`src/rtl/hazard_forwarding_unit.sv`:
```
// Load-use / branch hazard controller and EX operand-forwarding selects for the five-stage core.
// Optional macro HAZARD_FWD_EN: forwarding enabled, stall only on load-use (else stall on any RAW match).
module hazard_forwarding_unit #(
    parameter int REG_BITS   = 4,
    parameter int LOAD_STALL = 1
) (
    input  logic                CLK,
    input  logic                CLR,
    input  logic [REG_BITS-1:0] ID_Rn,
    input  logic [REG_BITS-1:0] ID_Rm,
    input  logic                ID_use_rn,
    input  logic                ID_use_rm,
    input  logic [REG_BITS-1:0] ID_Rd,
    input  logic                ID_rf,
    input  logic                ID_load,
    input  logic                branch_taken,
    output logic                PC_LE,
    output logic                IFID_LE,
    output logic                IFID_CLR,
    output logic                IDEX_CLR,
    output logic [1:0]          FWD_A,
    output logic [1:0]          FWD_B,
    output logic                stall_o
);

    typedef enum logic [0:0] {
        ST_RUN  = 1'b0,
        ST_HOLD = 1'b1
    } state_t;

    localparam logic [1:0] HOLD_INIT = 2'(LOAD_STALL - 1);

    state_t              state_r;
    logic [1:0]          cnt_r;

    logic [REG_BITS-1:0] ex_rd_r;
    logic                ex_rf_r;
    logic                ex_ld_r;
    logic [REG_BITS-1:0] mem_rd_r;
    logic                mem_rf_r;
    logic [REG_BITS-1:0] wb_rd_r;
    logic                wb_rf_r;

    logic                ex_a_s;
    logic                mem_a_s;
    logic                wb_a_s;
    logic                ex_b_s;
    logic                mem_b_s;
    logic                wb_b_s;
    logic                load_use_s;
    logic                stall_s;
    logic [1:0]          fwd_a_s;
    logic [1:0]          fwd_b_s;

    function automatic logic slot_match(
        input logic                used,
        input logic                rf,
        input logic [REG_BITS-1:0] rd,
        input logic [REG_BITS-1:0] src
    );
        return used & rf & (rd == src);
    endfunction

    function automatic logic [1:0] fwd_sel(
        input logic ex_hit,
        input logic mem_hit,
        input logic wb_hit
    );
        logic [1:0] sel;
        if (ex_hit) begin
            sel = 2'b01;
        end else if (mem_hit) begin
            sel = 2'b10;
        end else if (wb_hit) begin
            sel = 2'b11;
        end else begin
            sel = 2'b00;
        end
        return sel;
    endfunction

    // Per-operand source matches against every tracker slot
    always_comb begin
        ex_a_s  = slot_match(ID_use_rn, ex_rf_r,  ex_rd_r,  ID_Rn);
        mem_a_s = slot_match(ID_use_rn, mem_rf_r, mem_rd_r, ID_Rn);
        wb_a_s  = slot_match(ID_use_rn, wb_rf_r,  wb_rd_r,  ID_Rn);
        ex_b_s  = slot_match(ID_use_rm, ex_rf_r,  ex_rd_r,  ID_Rm);
        mem_b_s = slot_match(ID_use_rm, mem_rf_r, mem_rd_r, ID_Rm);
        wb_b_s  = slot_match(ID_use_rm, wb_rf_r,  wb_rd_r,  ID_Rm);
    end

    // Stall decision and forwarding selects
    always_comb begin
        load_use_s = 1'b0;
        stall_s    = 1'b0;
        fwd_a_s    = 2'b00;
        fwd_b_s    = 2'b00;
`ifdef HAZARD_FWD_EN
        load_use_s = ex_ld_r & (ex_a_s | ex_b_s);
        stall_s    = (state_r == ST_HOLD) | load_use_s;
        // A load still in EX cannot forward; fall through to the older slots
        fwd_a_s    = fwd_sel(ex_a_s & ~ex_ld_r, mem_a_s, wb_a_s);
        fwd_b_s    = fwd_sel(ex_b_s & ~ex_ld_r, mem_b_s, wb_b_s);
`else
        stall_s    = ex_a_s | mem_a_s | wb_a_s | ex_b_s | mem_b_s | wb_b_s;
`endif
    end

    // Pipeline control outputs
    always_comb begin
        PC_LE    = ~stall_s;
        IFID_LE  = ~stall_s;
        IDEX_CLR = stall_s;
        stall_o  = stall_s;
        IFID_CLR = branch_taken & ~stall_s;
        FWD_A    = fwd_a_s;
        FWD_B    = fwd_b_s;
    end

    // Destination tracker: EX -> MEM -> WB, bubble injected into EX on stall
    always_ff @(posedge CLK) begin
        if (CLR) begin
            ex_rd_r  <= '0;
            ex_rf_r  <= 1'b0;
            ex_ld_r  <= 1'b0;
            mem_rd_r <= '0;
            mem_rf_r <= 1'b0;
            wb_rd_r  <= '0;
            wb_rf_r  <= 1'b0;
        end else begin
            mem_rd_r <= ex_rd_r;
            mem_rf_r <= ex_rf_r;
            wb_rd_r  <= mem_rd_r;
            wb_rf_r  <= mem_rf_r;
            if (stall_s) begin
                ex_rd_r <= '0;
                ex_rf_r <= 1'b0;
                ex_ld_r <= 1'b0;
            end else begin
                ex_rd_r <= ID_Rd;
                ex_rf_r <= ID_rf;
                ex_ld_r <= ID_load;
            end
        end
    end

    // Load-use stall extension FSM
    always_ff @(posedge CLK) begin
        if (CLR) begin
            state_r <= ST_RUN;
            cnt_r   <= 2'd0;
        end else begin
`ifdef HAZARD_FWD_EN
            case (state_r)
                ST_RUN: begin
                    if (load_use_s && (LOAD_STALL > 1)) begin
                        state_r <= ST_HOLD;
                        cnt_r   <= HOLD_INIT;
                    end else begin
                        state_r <= ST_RUN;
                        cnt_r   <= 2'd0;
                    end
                end
                ST_HOLD: begin
                    if (cnt_r <= 2'd1) begin
                        state_r <= ST_RUN;
                        cnt_r   <= 2'd0;
                    end else begin
                        state_r <= ST_HOLD;
                        cnt_r   <= cnt_r - 2'd1;
                    end
                end
                default: begin
                    state_r <= ST_RUN;
                    cnt_r   <= 2'd0;
                end
            endcase
`else
            state_r <= ST_RUN;
            cnt_r   <= 2'd0;
`endif
        end
    end

`ifndef HAZARD_FWD_EN
    // Load status and the hold counter only matter when forwarding is built in
    logic unused_ok_s;
    assign unused_ok_s = ^{ex_ld_r, load_use_s, state_r, cnt_r, HOLD_INIT};
`endif

endmodule
```
`config.mk`:
```
export PLATFORM = sky130hd
export DESIGN_NAME = hazard_forwarding_unit
export DESIGN_NICKNAME = d
export VERILOG_FILES = /design/src/rtl/hazard_forwarding_unit.sv
export SDC_FILE = /design/constraint.sdc
export NUM_CORES = 1
export LEC_CHECK = 0
export CORE_UTILIZATION = 43
export DETAILED_ROUTE_END_ITERATION = 10
export PLACE_DENSITY = 0.77
export SLEW_MARGIN = 20
export SYNTH_ARGS = -nofsm -noshare
export SYNTH_HDL_FRONTEND = slang
export SYNTH_SLANG_ARGS = --single-unit
```
`constraint.sdc`:
```
create_clock -name CLK -period 1.85 [get_ports CLK]
set_input_delay 0.2775 -clock CLK [delete_from_list [all_inputs] [get_ports CLK]]
set_output_delay 0.2775 -clock CLK [all_outputs]
set_load 0.05 [all_outputs]
```
# Yosys cells after proc, flatten, opt, wreduce, memory -nomap -nowiden
# Index checks and enable logic that the tools add are counted.
[totals]
regBits = 15
word_cells = 32
out_inout_bits = 9
inputBits = 19
[classes]
reduce_logical = 1
n_bitwise = 19
n_eq_ne = 6
[ops]
columns = ["operator", "count"]
rows = [
  ["4-bit equality test", 6],
  ["1-bit bitwise AND", 13],
  ["1-bit OR", 5],
  ["2-bit OR reduction", 1],
  ["1-bit NOT", 1],
]

# Longest topological paths before layout
# Gate-level depths: netlist of the first run.
[logic_depth]
depth_word = 9
mapped_depth = 6
depth_no_buf = 5

# Worst setup path after synthesis of the first run
# OpenSTA, ideal clock, no wires.
[synth_timing]
kind = "register to output"
startpoint = "reg mem_rd_r[0]"
endpoint = "out PC_LE"
stages_incl_launch_ff = 7
n_path_buf = 1
path_slack_ps = -276
arrival_time_ps = 1848
t_required_ps = 1572
cell_sequence = "dfxtp_1 > xor2_1 > nor3_1 > nand4_1 > nand4_4 > nor2_1 > buf_4"
[synth_between]
elab_chain_cells = 8
elab_cells_between_ends = 10
cone_classes = "eq/ne: 2; bitwise: 8"
[synth_lines]
columns = ["item", "line", "rtl"]
rows = [
  ["from (decl)", "39", "logic [REG_BITS-1:0] mem_rd_r;"],
  ["from (signal assigned)", "131", "mem_rd_r <= ex_rd_r;"],
  ["4-bit equality test", "61", "return used & rf & (rd == src);"],
  ["1-bit bitwise AND", "61", ""],
  ["1-bit OR (3 in a row)", "105", "stall_s = ex_a_s | mem_a_s | wb_a_s | ex_b_s | mem_b_s | wb_b_s;"],
  ["1-bit OR * (2 in a row)", "105", ""],
  ["1-bit NOT *", "-", ""],
  ["to (decl)", "17", "output logic PC_LE,"],
]
# Every way passes the cells marked *; elsewhere a longest branch is shown, timed or not.

# Worst setup path after layout of the first run
[layout_timing]
startpoint = "reg wb_rd_r[2]"
endpoint = "out stall_o"
[layout_between]
elab_chain_cells = 6
elab_cells_between_ends = 8
cone_classes = "eq/ne: 2; bitwise: 6"
[layout_lines]
columns = ["item", "line", "rtl"]
rows = [
  ["from (decl)", "41", "logic [REG_BITS-1:0] wb_rd_r;"],
  ["from (signal assigned)", "133", "wb_rd_r <= mem_rd_r;"],
  ["4-bit equality test", "61", ""],
  ["1-bit bitwise AND", "61", ""],
  ["1-bit OR (3 in a row)", "105", ""],
  ["1-bit OR *", "105", ""],
  ["to (decl)", "23", "output logic stall_o"],
]
# Marked as above.

==> results of run 1 <==
==> cell families (layout without fill, tap and decap cells) <==
kind of cell	Yosys count	after routing	share of synthesized area (%)
other	1	4	0.475
and+or+nand+nor	33	33	26.3
xor gates and xnor gates	24	24	26.6
buffers and inverters	12	34	8.56
DFF	15	15	38.0
==> layer usage <==
| layer | GRT usage, % | up-vias |
|---|---|---|
| met5 | 0 | - |
| met1 | 18.6 | 300 |
| met3 | 4.80 | 5 |
| li1 | - | 316 |
| met2 | 28.8 | 23 |
| met4 | 15.2 | 0 |
==> sequential cells by signal, summed over array words and instances (netlist names) <==
register	flops
mem_rd_r	4
wb_rf_r	1
wb_rd_r	4
mem_rf_r	1
ex_rf_r	1
ex_rd_r	4
==> cell usage after synthesis, drive strengths merged <==
master  number
nand4        7
nor4         5
nor2         2
nand2        1
clkbuf       1
inv          5
or2          1
dfxtp       15
xor2        18
nand3        1
nor3         6
buf          6
xnor2        6
nor2b       10
conb         1
==> power breakdown <==
group          internal [uW]  switching [uW]  total (uW)
clock network           83.9             106         190
registers                339            15.0         354
logic                   81.2            88.5         170
total                    504             210         714
==> worst register-to-register path: stages, from the launching register on <==
cell and delay, ns:
dfxtp_2 0.37, xor2_1 0.17, nor3_2 0.07, nand4_1 0.12, nand2_2 0.11, buf_4 0.15
buf_4 0.13, nor4_1 0.21
==> layout make-up <==
cell class,count,area (sq um)
fill,144,563
inverter,5,18.8
multi-input combinational,61,493
clock buffer,4,26.3
sequential,15,312
tap,25,31.3
timing repair buffer,25,283
==> timing repair <==
action	CTS	global route
pin swaps	11	6
setup buffers	0	1
gates resized for setup	16	10
endpoints found under the setup margin	5	5
==> how the worst max path moves through the flow <==
stage,to,slack (ns),depth (start not counted)
after floorplan,PC_LE,-0.01,6
after global placement,stall_o,-0.22,7
after detailed placement,stall_o,-0.24,7
after CTS,stall_o,-0.06,6
after global routing,stall_o,-0.15,6
final,stall_o,-0.08,6
==> through the flow <==
stage                     hold slack [ns]  cell area [sq um]  TNS, ns  utilization, %  std cells
after floorplan                     0.349                806  -0.0104               -         88
after global routing                0.507               1160   -0.469            67.4        135
after detailed placement            0.487               1070    -1.07            62.2        130
after global placement              0.468               1070   -0.985            62.2        130
final                               0.490               1160   -0.188            67.4        135
after CTS                           0.499               1100   -0.139            63.9        134
==> metrics.log, run 1 <==
INFO  metric number_of_antenna_violations_at_the_first_check_in_global_routing = 0
INFO  metric path_delay_family = simple AND/OR/NAND/NOR gates
INFO  metric via_count_of_the_first_global_routing_pass = 628
INFO  metric post_synth_instance_area = 790 sq um
INFO  metric drcViolationCount = 0
INFO  metric critical_path.endpoint_type = output pin
INFO  metric synthCells = 85
INFO  metric cts_buffers = 3
INFO  metric dpl_worst_slack = -0.239 ns
INFO  metric worstSetupStartpointType = flop
INFO  metric cp_num_buf_inv = 1
INFO  metric rsz0062_at_grt = yes
INFO  metric vdd_drop_max = 0.000492 V
INFO  metric timing.critical_path.cells = xor2_1, nor3_1, nand4_1, nand4_4, or2_4, buf_12
INFO  metric crit-reg2reg-launch = ex_rd_r[2]$_SDFF_PP0_
INFO  metric worst_hold_path_type = flop to flop
INFO  metric hold_end = wb_rd_r[3]$_SDFF_PP0_
INFO  metric cts.root.buffer_cell = clkbuf_4
INFO  metric hold_start = mem_rd_r[3]$_SDFF_PP0_
INFO  metric timing.final.ws_setup = -0.0846 ns
INFO  metric post_synth.cell_area_avg = 9.29 sq um
INFO  metric maxUsedRoutingLayer = met4
INFO  metric ys_types = 16
INFO  metric grt_max_degree = 16
INFO  metric clock_insertion_delay_worst_skew = 0.29 ns
INFO  metric cts.path.max_buffers = 2
INFO  metric setup.worst_path.class = flop to output pin
INFO  metric io_buffers = 22
INFO  metric max_cap_viol_count = 0
INFO  metric fmax = 517 MHz
INFO  metric fp.dieH = 44.9 um
INFO  metric antenna_cells_inserted = 0
INFO  metric grt_first_pass_wirelength = 2450 um
INFO  metric fin_skew = 0.00541 ns
INFO  metric critical_path_peak_fanout = 4
INFO  metric ys_seq_area_share = 38.0%
INFO  metric result_of_the_run = complete, but fails checks
INFO  metric wirelength = 1600 um
INFO  metric synth_area_leaders = dfxtp_1 (38%), xor2_1 (20%), nor2b_1 (7.9%), xnor2_1 (6.7%), buf_4 (5.7%)
INFO  metric first_pass_iteration_count_of_the_detailed_router = 4
INFO  metric timing_hold_violations_final = 0
INFO  metric num-nets-final = 130
INFO  metric report.final.slew_viol_count = 0
INFO  metric io-pin-count = 28
INFO  metric cellLeakagePower = 0.000505 uW
INFO  metric clock_tree.htree_level_count = 1
INFO  metric grt_overflow = 0
INFO  metric floorplan.rows = 15
INFO  metric cts.clk_slew.worst_paths = 0.09 ns
INFO  metric power.density_cell_area = 613 nW/um^2
INFO  metric worst_setup_path_startpoint = wb_rd_r[2]$_SDFF_PP0_
INFO  metric hold_path_depth = 1
INFO  metric totalPowerFinal = 714 uW
INFO  metric floorplan.die.width = 44.9 um
INFO  metric failed_checks = setup timing
INFO  metric met2RoutedLength = 758 um
INFO  metric initial_core_util = 45.7%
INFO  metric worstRegToRegCells = 7
INFO  metric yosysTopAreaCell = dfxtp_1
INFO  metric final_min_period_over_clock_period = 105%
INFO  metric mostFrequentLayoutCell = xor2_1
INFO  metric route.met3.wl = 112 um
INFO  metric crit_required = 1.57 ns
INFO  metric m1WireLength = 682 um
INFO  metric detailedRoute.firstIterationViolations = 7
INFO  metric clock_tree_from_tritoncts = built
INFO  metric final_hpwl_dp = 1250 um
INFO  metric setup.reg_to_reg.worst_slack = 0.41 ns
INFO  metric final_period_minus_worst_setup_slack = 1.93 ns
INFO  metric design.core.area = 1730 sq um
INFO  metric synthDominantCellAreaShare = 38.0%
INFO  metric yosys_warnings = 0
INFO  metric synth.ff_latch_count = 15
INFO  metric crit_slowest_cell = dfxtp_2
INFO  metric rr_endpoint = ex_rd_r[2]$_SDFF_PP0_
INFO  metric leading_cell_types_in_the_layout_fill_and_taps_excluded = xor2_1 (14), nor2b_1 (10), dfxtp_2 (9), clkdlybuf4s50_1 (9), dlygate4sd2_1 (8)
INFO  metric finalSetupViolations = 3
INFO  metric area.growth.synth_to_final = 47.4%
INFO  metric antenna_violating_nets_post_route = 0
INFO  metric grt_util_overall = 17.6%
INFO  metric worst-slew-pin-transition = 0.516 ns
INFO  metric finalWeightedCongestion = 0.794
INFO  metric clock_sink_count = 15
INFO  metric routed_via_density = 4.77
INFO  metric final_layout_size_suffix_gt1_share = 29.1%
INFO  metric slew_headroom = 65.5%
INFO  metric routed-via-count = 644
INFO  metric cts_hold_buf = 0
INFO  metric worst_path_largest_cell_delay = 0.34 ns
INFO  metric route.detailed.wl_per_inst = 11.8 um
INFO  metric fp.dieArea = 2010 sq um
INFO  metric timing.critical_path.arrival = 1.66 ns
Note: power is estimated with default switching activity, not from simulation.
==> run 2: changes to the inputs <==
PLACE_DENSITY = 0.83   (was 0.77)
==> metrics.log, run 2 (synthesis gave the netlist of run 1 again) <==
INFO  metric slew_headroom = 65.6%
INFO  metric final_period_minus_worst_setup_slack = 1.87 ns
INFO  metric leading_cell_types_in_the_layout_fill_and_taps_excluded = xor2_1 (17), nor2b_1 (10), clkdlybuf4s50_1 (9), dfxtp_2 (8), dlygate4sd2_1 (8)
INFO  metric grt_util_overall = 16.4%
INFO  metric design.core.area = 1730 sq um
INFO  metric worstSetupStartpointType = flop
INFO  metric cts_buffers = 3
INFO  metric post_layout_nonfiller_instances = 134
INFO  metric result_of_the_run = complete, but fails checks
INFO  metric io-pin-count = 28
INFO  metric fp.dieH = 44.9 um
INFO  metric clock_tree_from_tritoncts = built
INFO  metric first_pass_iteration_count_of_the_detailed_router = 4
INFO  metric crit_slowest_cell = dfxtp_2
INFO  metric cts.path.max_buffers = 2
INFO  metric initial_core_util = 45.7%
INFO  metric drcViolationCount = 0
INFO  metric cellLeakagePower = 0.000493 uW
INFO  metric antenna_cells_inserted = 0
INFO  metric routed_via_density = 4.53
INFO  metric post_cts_buffers = 0
INFO  metric combPwrFrac = 23.5%
INFO  metric place.detailed.instances = 130
INFO  metric cts.clk_slew.worst_paths = 0.09 ns
INFO  metric critical_path_peak_fanout = 4
INFO  metric route.detailed.wl_per_inst = 11.4 um
INFO  metric clock_insertion_delay_worst_skew = 0.27 ns
INFO  metric internal_power = 500 uW
INFO  metric report.final.slew_viol_count = 0
INFO  metric area.growth.synth_to_final = 42.2%
INFO  metric floorplan.rows = 15
INFO  metric holdWs = 0.486 ns
INFO  metric floorplan.die.width = 44.9 um
INFO  metric grt_max_degree = 16
INFO  metric power.density_cell_area = 620 nW/um^2
INFO  metric crit_required = 1.57 ns
INFO  metric fp.dieArea = 2010 sq um
INFO  metric timing_hold_violations_final = 0
INFO  metric cts_hold_buf = 0
INFO  metric grt_first_pass_wirelength = 2300 um
INFO  metric cts.root.buffer_cell = clkbuf_4
INFO  metric final_hpwl_dp = 1260 um
INFO  metric power_frac_seq = 50.7%
INFO  metric timing.final.ws_setup = -0.0209 ns
INFO  metric clock_sink_count = 15
INFO  metric detailedRoute.firstIterationViolations = 6
INFO  metric mostFrequentLayoutCell = xor2_1
INFO  metric routed-via-count = 607
INFO  metric worst-slew-pin-transition = 0.515 ns
INFO  metric reg_top3 = ex_rd_r: 4 flops, mem_rd_r: 4 flops, wb_rd_r: 4 flops
INFO  metric wirelength = 1530 um
INFO  metric share_clk_of_total_power = 25.9%
INFO  metric finalSetupViolations = 2
INFO  metric worst_path_largest_cell_delay = 0.34 ns
INFO  metric antenna_violating_nets_post_route = 0
INFO  metric timing.critical_path.cells = xor2_1, nor3_2, nand4_1, nand4_4, or2_4, buf_12
INFO  metric setup.worst_path.class = flop to output pin
INFO  metric num-nets-final = 129
INFO  metric finalWeightedCongestion = 0.800
INFO  metric via_count_of_the_first_global_routing_pass = 565
INFO  metric critical_path.endpoint_type = output pin
INFO  metric fmax = 534 MHz
INFO  metric failed_checks = setup timing
INFO  metric final_min_period_over_clock_period = 101%
INFO  metric io_buffers = 22
INFO  metric final_layout_size_suffix_gt1_share = 23.9%
INFO  metric clock_tree.htree_level_count = 1
INFO  metric fillerInstances = 153
INFO  metric worst_hold_path_type = flop to flop
INFO  metric max_cap_viol_count = 0
INFO  metric total_switching_power = 195 uW
INFO  metric number_of_antenna_violations_at_the_first_check_in_global_routing = 0
INFO  metric timing.critical_path.arrival = 1.59 ns
INFO  metric fin_skew = 0.00352 ns
INFO  metric rsz0062_at_grt = yes
INFO  metric power.switching_fraction = 28.1%
INFO  metric vdd_drop_max = 0.000356 V
INFO  metric grt_overflow = 0
==> run 2: final timing paths <==
| path | slack (ns) | start | cells after the start | end |
|---|---|---|---|---|
| max | -0.02 | wb_rd_r[2]$_SDFF_PP0_ | 6 | stall_o |
| min | 0.49 | mem_rd_r[3]$_SDFF_PP0_ | 1 | wb_rd_r[3]$_SDFF_PP0_ |
| max reg2reg | 0.50 | wb_rd_r[2]$_SDFF_PP0_ | 6 | ex_rd_r[2]$_SDFF_PP0_ |
| min reg2reg | 0.49 | mem_rd_r[3]$_SDFF_PP0_ | 1 | wb_rd_r[3]$_SDFF_PP0_ |
==> run 2: repair_timing <==
item | 4_1_cts | 5_1_grt
pin swaps | 4 | 6
endpoints found under the setup margin | 5 | 5
endpoints found under the hold margin | 0 | 0
resized for setup | 16 | 4
==> run 2: per-layer routing <==
| metal | track usage, % | part of all wire (%) | up-vias |
|---|---|---|---|
| li1 | - | - | 320 |
| met1 | 18.7 | 42 | 265 |
| met2 | 29.4 | 52 | 20 |
| met3 | 3.60 | 5.0 | 2 |
| met4 | 7.27 | 0.78 | 0 |
| met5 | 0 | 0 | - |
==> run 2: final cells by class <==
type | instances | area [sq um] | share of cell area, %
Clock buffer | 4 | 26.3 | 2.34
Sequential cell | 15 | 310 | 27.6
Tap cell | 25 | 31.3 | 2.79
Inverter | 5 | 18.8 | 1.67
Multi-Input combinational cell | 61 | 460 | 41.0
Timing Repair Buffer | 24 | 275 | 24.5
==> run 2: power groups by stage <==
| stage | sequential [uW] | combinational [uW] | clock [uW] |
|---|---|---|---|
| finish | 352 | 163 | 180 |
| global route | 354 | 173 | 199 |
| CTS | 352 | 160 | 186 |
| detailed placement | 358 | 165 | 0 |
| global placement | 357 | 162 | 0 |
| floorplan | 355 | 97.0 | 0 |
==> run 2: stage by stage <==
stage,setup WS (ns),power (uW),util (%),area (sq um),TNS (ns)
final,-0.0209,695,65.0,1120,-0.0417
after global placement,-0.225,519,62.2,1070,-1.01
after detailed placement,-0.263,523,62.2,1070,-1.30
after CTS,-0.0487,698,63.9,1100,-0.138
after floorplan,-0.0104,452,-,806,-0.0104
after global routing,-0.103,726,65.0,1120,-0.419
==> run 2: critical path, delay by kind of cell (launching register included) <==
family	cells	cell delay (ns)
buf+inv	1	0.13
flops	1	0.34
simple gates	4	0.69
xor+xnor	1	0.16
==> run 3: changes to the inputs <==
CORE_ASPECT_RATIO = 1.2   (was unset)
==> metrics.log, run 3 (synthesis gave the netlist of run 1 again) <==
INFO  metric power_frac_seq = 50.6%
INFO  metric grt_max_degree = 16
INFO  metric reg_top3 = ex_rd_r: 4 flops, mem_rd_r: 4 flops, wb_rd_r: 4 flops
INFO  metric report.final.slew_viol_count = 0
INFO  metric mostFrequentLayoutCell = xor2_1
INFO  metric post_detailed_placement_cell_area = 1060 sq um
INFO  metric leading_cell_types_in_the_layout_fill_and_taps_excluded = xor2_1 (16), nor2b_1 (10), clkdlybuf4s50_1 (9), dfxtp_1 (8), dlygate4sd2_1 (8)
INFO  metric first_pass_iteration_count_of_the_detailed_router = 4
INFO  metric timing.critical_path.arrival = 1.64 ns
INFO  metric cts.path.max_buffers = 2
INFO  metric number_of_antenna_violations_at_the_first_check_in_global_routing = 0
INFO  metric clock_tree.htree_level_count = 1
INFO  metric num-nets-final = 129
INFO  metric setup.reg_to_reg.worst_slack = 0.47 ns
INFO  metric timing.final.ws_setup = -0.0678 ns
INFO  metric wirelength = 1500 um
INFO  metric via_count_of_the_first_global_routing_pass = 569
INFO  metric final_layout_size_suffix_gt1_share = 23.9%
INFO  metric clock_tree_from_tritoncts = built
INFO  metric hold_path_depth = 1
INFO  metric internal_power = 501 uW
INFO  metric critical_path.endpoint_type = output pin
INFO  metric area.growth.synth_to_final = 42.5%
INFO  metric clock_sink_count = 15
INFO  metric routed_via_density = 4.77
INFO  metric detailedRoute.firstIterationViolations = 7
INFO  metric failed_checks = setup timing
INFO  metric combPwrFrac = 24.0%
INFO  metric io-pin-count = 28
INFO  metric route.detailed.wl_per_inst = 11.8 um
INFO  metric hold_start = mem_rd_r[3]$_SDFF_PP0_
INFO  metric worst_hold_path_type = flop to flop
INFO  metric fp.dieH = 48.9 um
INFO  metric crit_required = 1.57 ns
INFO  metric worstRegToRegCells = 6
INFO  metric design.core.area = 1680 sq um
INFO  metric max_cap_viol_count = 0
INFO  metric vdd_drop_max = 0.000399 V
INFO  metric fp.dieArea = 2010 sq um
INFO  metric fin_skew = 0.00392 ns
INFO  metric finalSetupViolations = 3
INFO  metric timing_hold_violations_final = 0
INFO  metric cts.clk_slew.worst_paths = 0.08 ns
INFO  metric cellLeakagePower = 0.000497 uW
INFO  metric worst-slew-pin-transition = 0.534 ns
INFO  metric antenna_cells_inserted = 0
INFO  metric hold_end = wb_rd_r[3]$_SDFF_PP0_
INFO  metric cts.root.buffer_cell = clkbuf_4
INFO  metric power.density_cell_area = 618 nW/um^2
INFO  metric grt_first_pass_wirelength = 2240 um
INFO  metric fmax = 521 MHz
INFO  metric total_switching_power = 194 uW
INFO  metric routed-via-count = 606
INFO  metric worstSetupStartpointType = flop
INFO  metric finish.instance_area = 1120 sq um
INFO  metric slew_headroom = 64.3%
INFO  metric floorplan.die.width = 41.1 um
INFO  metric drcViolationCount = 0
INFO  metric grt_util_overall = 16.1%
INFO  metric layout.core_utilization = 66.9%
INFO  metric rsz0062_at_grt = yes
INFO  metric final_hpwl_dp = 1190 um
INFO  metric floorplan.rows = 16
INFO  metric clock_insertion_delay_worst_skew = 0.27 ns
INFO  metric rr_endpoint = ex_rf_r$_SDFF_PP0_
INFO  metric final_period_minus_worst_setup_slack = 1.92 ns
INFO  metric cts_buffers = 3
INFO  metric share_clk_of_total_power = 25.4%
INFO  metric grt_overflow = 0
INFO  metric setup.worst_path.class = flop to output pin
INFO  metric critical_path_peak_fanout = 5
INFO  metric result_of_the_run = complete, but fails checks
INFO  metric final_min_period_over_clock_period = 104%
INFO  metric initial_core_util = 46.9%
INFO  metric antenna_violating_nets_post_route = 0
INFO  metric crit-reg2reg-launch = ex_rd_r[3]$_SDFF_PP0_
INFO  metric power.switching_fraction = 27.9%
INFO  metric finalWeightedCongestion = 0.756
INFO  metric io_buffers = 22
-- run 3: cell counts in the layout (fill, tap and decap cells not counted) --
No cell type changed its count.
-- run 3: how the worst max path moves through the flow --
| stage | depth (start not counted) | start | end |
|---|---|---|---|
| after CTS | 6 | mem_rd_r[2]$_SDFF_PP0_ | stall_o |
| after detailed placement | 7 | ID_Rn[0] | stall_o |
| final | 6 | ex_rd_r[3]$_SDFF_PP0_ | stall_o |
| after floorplan | 6 | mem_rd_r[0]$_SDFF_PP0_ | PC_LE |
| after global routing | 6 | ex_rd_r[3]$_SDFF_PP0_ | stall_o |
| after global placement | 7 | ID_Rm[3] | IDEX_CLR |
-- run 3: cell type report --
class,count,area (sq um)
repair buffers,24,275
inverters,5,18.8
flip-flops and latches,15,309
fillers,144,557
multi-input cells,61,473
clock buffers,4,26.3
well taps,18,22.5
-- run 3: power groups by stage --
stage / Sequential, uW / Clock, uW / Combinational, uW
after floorplan: 355 / 0 / 97.0
after global placement: 357 / 0 / 163
after detailed placement: 357 / 0 / 165
after CTS: 351 / 185 / 164
after global routing: 354 / 202 / 177
final: 352 / 177 / 167
-- run 3: what timing repair did --
| item | CTS | global route |
|---|---|---|
| hold buffers | 0 | 0 |
| pin swaps | 9 | 0 |
| setup buffers | 0 | 0 |
| setup endpoints to repair | 5 | 5 |
| resized for setup | 16 | 5 |
-- run 3: critical path, cell delays in order (launching register included) --
cell     delay [ns]
dfxtp_1        0.41
xor2_2         0.18
nor3_2         0.07
nand4_1        0.11
nand4_4        0.15
or2_4          0.29
buf_12         0.15
-- run 3: stage by stage --
step           setup TNS (ns)  setup WS (ns)  hold WS (ns)  power [uW]  instances
6_report               -0.158        -0.0678         0.489         695        127
5_1_grt                -0.660         -0.171         0.500         733        127
4_1_cts                -0.183        -0.0501         0.493         700        127
3_5_place_dp            -1.37         -0.278         0.482         522        123
3_3_place_gp            -1.06         -0.230         0.467         519        123
2_1_floorplan         -0.0104        -0.0104         0.349         452         88
-- run 3: layer usage --
layer | vias up | GRT usage, % | wire length, um
li1 | 317 | - | -
met2 | 21 | 27.6 | 810
met1 | 268 | 19.0 | 611
met4 | 0 | 4.84 | 0
met3 | 0 | 2.74 | 74
met5 | - | 0 | 0
